**src/rtl/sha256_w_sched.sv**
```systemverilog
`default_nettype none
// ============================================================================
//  Module      : sha256_w_sched (with helper sha256_w_sched_ror)
//  Description : SHA-256 message-schedule sequencer. Accepts the 16 words of
//                one 512-bit block on a valid/ready stream, forwards them as
//                W[0..15], then expands W[16..ROUNDS-1] in place in a 16-entry
//                circular buffer. Emits one W word per output handshake.
//  Ports       : clk, rst_n (sync, active-low)
//                start                  - begin a block (sampled in IDLE)
//                in_valid/in_ready/in_word    - message word stream
//                out_valid/out_ready/out_word/out_idx - schedule word stream
//                busy                   - not IDLE
//                done                   - 1-cycle pulse after last W accepted
//  Revision    : 1.0 - initial release
// ============================================================================

// Fixed-amount 32-bit rotate right.
module sha256_w_sched_ror #(
    parameter int N = 7
) (
    input  logic [31:0] i_x,
    output logic [31:0] o_y
);
    assign o_y = (i_x >> N) | (i_x << (32 - N));
endmodule

module sha256_w_sched #(
    parameter int ROUNDS = 64
) (
    input  logic        clk,
    input  logic        rst_n,
    input  logic        start,
    input  logic        in_valid,
    output logic        in_ready,
    input  logic [31:0] in_word,
    output logic        out_valid,
    input  logic        out_ready,
    output logic [31:0] out_word,
    output logic [5:0]  out_idx,
    output logic        busy,
    output logic        done
);

    if (ROUNDS < 17 || ROUNDS > 64) begin : g_rounds_check
        $error("sha256_w_sched: ROUNDS must be in 17..64");
    end

    localparam logic [1:0] c_IDLE  = 2'd0;
    localparam logic [1:0] c_LOAD  = 2'd1;
    localparam logic [1:0] c_GEN   = 2'd2;
    localparam logic [1:0] c_DRAIN = 2'd3;

    localparam logic [6:0] c_LAST_LOAD = 7'd15;
    localparam logic [6:0] c_LAST_T    = 7'(ROUNDS - 1);

    logic [1:0]  r_state;
    logic [6:0]  r_t;
    logic [31:0] r_buf [16];
    logic        r_out_valid;
    logic [31:0] r_out_word;
    logic [5:0]  r_out_idx;
    logic        r_done;

    logic        w_adv;
    logic        w_in_fire;
    logic        w_gen_fire;
    logic        w_buf_we;
    logic [31:0] w_buf_wdata;
    logic [3:0]  w_i0;
    logic [3:0]  w_i2;
    logic [3:0]  w_i7;
    logic [3:0]  w_i15;
    logic [31:0] w_x2;
    logic [31:0] w_x15;
    logic [31:0] w_r7;
    logic [31:0] w_r18;
    logic [31:0] w_r17;
    logic [31:0] w_r19;
    logic [31:0] w_sig0;
    logic [31:0] w_sig1;
    logic [31:0] w_next;

    // The output register may be refilled whenever it is empty or being drained.
    assign w_adv      = !r_out_valid || out_ready;
    assign in_ready   = (r_state == c_LOAD) && w_adv;
    assign w_in_fire  = in_valid && in_ready;
    assign w_gen_fire = (r_state == c_GEN) && w_adv;

    // 4-bit index arithmetic gives the modulo-16 wrap of the circular buffer.
    // Slot t&15 still holds W[t-16] until it is overwritten by W[t].
    assign w_i0  = r_t[3:0];
    assign w_i2  = r_t[3:0] - 4'd2;
    assign w_i7  = r_t[3:0] - 4'd7;
    assign w_i15 = r_t[3:0] - 4'd15;

    assign w_x2  = r_buf[w_i2];
    assign w_x15 = r_buf[w_i15];

    sha256_w_sched_ror #(.N(7))  u_ror7  (.i_x(w_x15), .o_y(w_r7));
    sha256_w_sched_ror #(.N(18)) u_ror18 (.i_x(w_x15), .o_y(w_r18));
    sha256_w_sched_ror #(.N(17)) u_ror17 (.i_x(w_x2),  .o_y(w_r17));
    sha256_w_sched_ror #(.N(19)) u_ror19 (.i_x(w_x2),  .o_y(w_r19));

    assign w_sig0 = w_r7  ^ w_r18 ^ (w_x15 >> 3);
    assign w_sig1 = w_r17 ^ w_r19 ^ (w_x2 >> 10);
    assign w_next = w_sig1 + r_buf[w_i7] + w_sig0 + r_buf[w_i0];

    assign w_buf_we    = ((r_state == c_LOAD) && w_in_fire) || w_gen_fire;
    assign w_buf_wdata = (r_state == c_LOAD) ? in_word : w_next;

    // Buffer storage carries no reset; every slot is written before it is read.
    always_ff @(posedge clk) begin
        if (rst_n && w_buf_we) begin
            r_buf[w_i0] <= w_buf_wdata;
        end
    end

    always_ff @(posedge clk) begin
        if (!rst_n) begin
            r_state     <= c_IDLE;
            r_t         <= 7'd0;
            r_out_valid <= 1'b0;
            r_out_word  <= 32'd0;
            r_out_idx   <= 6'd0;
            r_done      <= 1'b0;
        end else begin
            r_done <= 1'b0;
            // A consumed word empties the slot unless it is refilled below.
            if (r_out_valid && out_ready) begin
                r_out_valid <= 1'b0;
            end
            case (r_state)
                c_IDLE: begin
                    if (start) begin
                        r_state <= c_LOAD;
                        r_t     <= 7'd0;
                    end
                end
                c_LOAD: begin
                    if (w_in_fire) begin
                        r_out_word  <= in_word;
                        r_out_idx   <= r_t[5:0];
                        r_out_valid <= 1'b1;
                        r_t         <= r_t + 7'd1;
                        if (r_t == c_LAST_LOAD) begin
                            r_state <= c_GEN;
                        end
                    end
                end
                c_GEN: begin
                    if (w_adv) begin
                        r_out_word  <= w_next;
                        r_out_idx   <= r_t[5:0];
                        r_out_valid <= 1'b1;
                        r_t         <= r_t + 7'd1;
                        if (r_t == c_LAST_T) begin
                            r_state <= c_DRAIN;
                        end
                    end
                end
                c_DRAIN: begin
                    if (r_out_valid && out_ready) begin
                        r_done  <= 1'b1;
                        r_state <= c_IDLE;
                    end
                end
                default: r_state <= c_IDLE;
            endcase
        end
    end

    assign out_valid = r_out_valid;
    assign out_word  = r_out_word;
    assign out_idx   = r_out_idx;
    assign busy      = (r_state != c_IDLE);
    assign done      = r_done;

endmodule
`default_nettype wire

```
**config.mk**
```make
export PLATFORM = sky130hd
export DESIGN_NAME = sha256_w_sched
export DESIGN_NICKNAME = d
export VERILOG_FILES = /design/src/rtl/sha256_w_sched.sv
export SDC_FILE = /design/constraint.sdc
export NUM_CORES = 1
export LEC_CHECK = 0
export BUFFER_PORTS_ARGS = -buffer_cell sky130_fd_sc_hd__buf_2
export CAP_MARGIN = 20
export CORE_MARGIN = 2
export CORE_UTILIZATION = 26
export CTS_BUF_LIST = sky130_fd_sc_hd__clkbuf_4
export DETAILED_ROUTE_END_ITERATION = 6
export REMOVE_ABC_BUFFERS = 1
export SYNTH_ARGS = -nofsm -noshare
export SYNTH_HDL_FRONTEND = slang
export SYNTH_SLANG_ARGS = --single-unit
```
**constraint.sdc**
```tcl
create_clock -name clk -period 10.2 [get_ports clk]
set_input_delay 3.06 -clock clk [delete_from_list [all_inputs] [get_ports clk]]
set_output_delay 3.06 -clock clk [all_outputs]
set_load 0.01 [all_outputs]
```
==> summary.txt <==
Finish
  • Area Overhead vs Synth: 14.3%
  • Layout cells sized above 1: 41.7%
  • Fin util: 29.9%
  • Final design area excluding fillers: 0.0393 mm^2
  • Commonest cells after routing, fill and taps aside: 512 x edfxtp_1, 499 x mux4_2, 214 x clkbuf_4
  • Commonest non-fill, non-tap cell in the layout: edfxtp_1
  • Nets: 2274
  • Fillers: 12800

Global route
  • Vias in the first global route: 22000
  • First-pass GRT wire length: 167000 um
  • Pin count of the biggest net entering global routing: 133
  • Total GRT Usage: 17.2%
  • Overflow after GRT: 0
  • Initial antenna violation count: 3

Floorplan
  • Starting Density: 26.2%
  • I/O pin total: 79
  • Die W: 368 um
  • Core area: 0.131 mm^2
  • Num rows: 133
  • Die ar.: 0.135 mm^2
  • Die Ht: 368 um

Setup path
  • Crit path required time: 10.95 ns
  • Worst setup SP type: flip-flop
  • Buffer and inverter count on the worst path: 5
  • Critical path's slowest cell: o21ai_1
  • Critical path capture point type: flip-flop
  • R2r setup slk: 1.60 ns
  • Critical path type: reg -> reg
  • Worst-path cell chain: inv_1 > ha_4 > buf_12 > buf_4 > mux4_1 > mux4_2 > xnor2_1 > xnor2_1 > fa_1 > inv_1 > fa_1 > inv_1 > ha_1 > a21oi_1 > o21ai_0 > a311o_1 > a221oi_2 > o221ai_1 > a21oi_1 > o21bai_1 > a21oi_1 > xor2_1 > o21ai_1
  • CP peak stage delay: 0.76 ns
  • Worst Path Arrival: 9.36 ns
  • CP Max Fanout: 43
  • CP top delay family: compound AO/OA/AOI/OAI gates

Timing
  • Clock Skews: 0.110 ns
  • Hold Violations, Final: 0
  • Final Max Tran Viols: 0
  • RSZ-0062 raised after global routing: false
  • Minimum clock period: 8.60 ns
  • Tcrit/Tclk final: 84.4%
  • Maximum clock rate: 116 MHz
  • Setup tns final: 0 ns
  • Worst-Margin Slew: 1.10 ns
  • Relative slew slack: 26.4%
  • Setup violations, final: 0

Routing
  • DRC viols: 2
  • DR vias: 22200
  • Initial DRC count: 2820
  • Vias per cell: 5.54
  • Total wire length: 117000 um
  • Per-cell routed wire length: 29.2 um
  • Drt first pass iters: 7
  • Antenna-violating nets left: 0

Placement
  • Post-Place Cell Area: 0.0372 mm^2
  • Port Buffers: 78
  • Hpwl dp: 76500 um
  • Final GP Congestion: 0.932

Clock tree
  • H-tree depth: 4
  • Root buffer cell: clkbuf_4
  • Clock buffer count from CTS: 153
  • CTS clk-pin slew, worst paths: 0.07 ns
  • Post-CTS Setup Inserts: 0
  • CTS tree: yes
  • CTS resizes: 0
  • Clock buffer depth: 3
  • Count of hold buffers inserted by post-cts repair: 0
  • Number of sinks on the clock net: 565
  • Worst-skew pair later-pin latency: 1.11 ns

Yosys
  • EDFF count, synth: 512
  • Area contributors post-synth: edfxtp_1 45%, mux4_2 33%, fa_1 3.6%
  • #FFs+latches synth: 565
  • Synth unique cells: 55
  • Async SR Flop Fraction: 0%
  • Register area share after synthesis: 47.8%
  • Ys Warns: 0
  • Ys flop type: edfxtp_1
  • Post-synthesis cell count: 1966
  • Synthesized area: 0.0344 mm^2
  • Share of the synthesized area in the top cell type: 44.7%
  • Syn avg cell area: 17.5 um^2
  • Largest area contributor in the netlist: edfxtp_1

Outcome
  • Failing checks: design-rule violations
  • Status: finished with violations

Flow run
  • Max-Cap Viols: 0

Worst hold path
  • Worst Hold Class: reg -> reg
[worst reg2reg max path, delay by kind of cell, from the launching register on]
family                   cells  cell delay (ns)
XOR/XNOR                     3             0.45
AO/OA/AOI/OAI                9             3.01
multiplexers                 2             1.24
flip-flops                   1             0.57
buffers and inverters        5             1.10
adder cells (fa/ha/maj)      4             1.88
[registers in the layout (all words and copies together), names as in the netlist, named ones only]
| signal | cells |
|---|---|
| out_valid | 1 |
| out_word | 32 |
| r_buf | 512 |
| out_idx | 6 |
| r_state | 2 |
| r_t | 7 |
| done | 1 |
[synthesized netlist by cell type (4+ instances only)]
cell	instances
o21bai_1	8
buf_1	31
xnor2_1	124
a21o_1	15
buf_2	42
nand2b_1	4
mux4_1	13
and4_1	4
mux2i_1	5
ha_1	42
or3_1	4
nor2_1	38
dfxtp_1	53
nand2_1	73
fa_1	62
mux4_2	499
inv_1	117
mux2_2	4
nor3_1	12
a21oi_1	41
and2_1	7
xor2_1	25
o211ai_1	7
a211o_1	13
o211a_1	23
a31oi_1	7
edfxtp_1	512
o21ai_0	50
nand3_1	9
clkbuf_1	67
nor2b_1	11
a21boi_0	8
[logic make-up (layout without fill, tap and decap cells)]
family | Yosys count | after routing | synth area share (%)
flip-flops | 565 | 565 | 47.8
multiplexers | 521 | 521 | 34.0
buffers and inverters | 261 | 542 | 3.10
AO/OA/AOI/OAI | 193 | 193 | 3.80
AND/OR/NAND/NOR | 170 | 170 | 2.25
XOR/XNOR | 152 | 152 | 3.94
adder cells (fa/ha/maj) | 104 | 104 | 5.14
other | 0 | 10 | 0
[cell type report]
type	instances	area, um^2	share of cell area, %
clock inverter	55	389	0.991
multi-input combinational	1140	17100	43.5
inverter	117	439	1.12
sequential	565	16500	41.9
clock buffer	214	1610	4.09
tap	1755	2200	5.59
antenna	10	25.0	0.0637
timing repair buffer	156	1090	2.77
[per-layer routing]
layer  wire (um)  up-vias  share of wire, %  global-route usage, %
met3       12500      251                11                   4.55
met4        4080        0               3.5                   6.58
li1            -     8607                 -                      -
met1       46900    11800                40                   23.3
met5           0        -                 0                      0
met2       53700     1626                46                   26.3
[worst paths after layout]
check             from           end  depth (start not counted)
min          out_valid          done                          2
max             r_t[0]  r_buf[0][30]                         23
max reg2reg     r_t[0]  r_buf[0][30]                         23
min reg2reg  out_valid          done                          2
[through the flow]
step / setup WS [ns] / hold slack [ns] / cells
finish: 1.60 / 0.443 / 4012
global route: 1.33 / 0.481 / 4010
CTS: 1.41 / 0.443 / 3999
detailed placement: 1.49 / 0.457 / 3730
global placement: 1.69 / 0.458 / 3729
floorplan: -8.79 / 0.485 / 1822
Power is left out: the tool's default activity adds up to more than one toggle a clock period on the data nets, which glitch-free logic cannot reach.
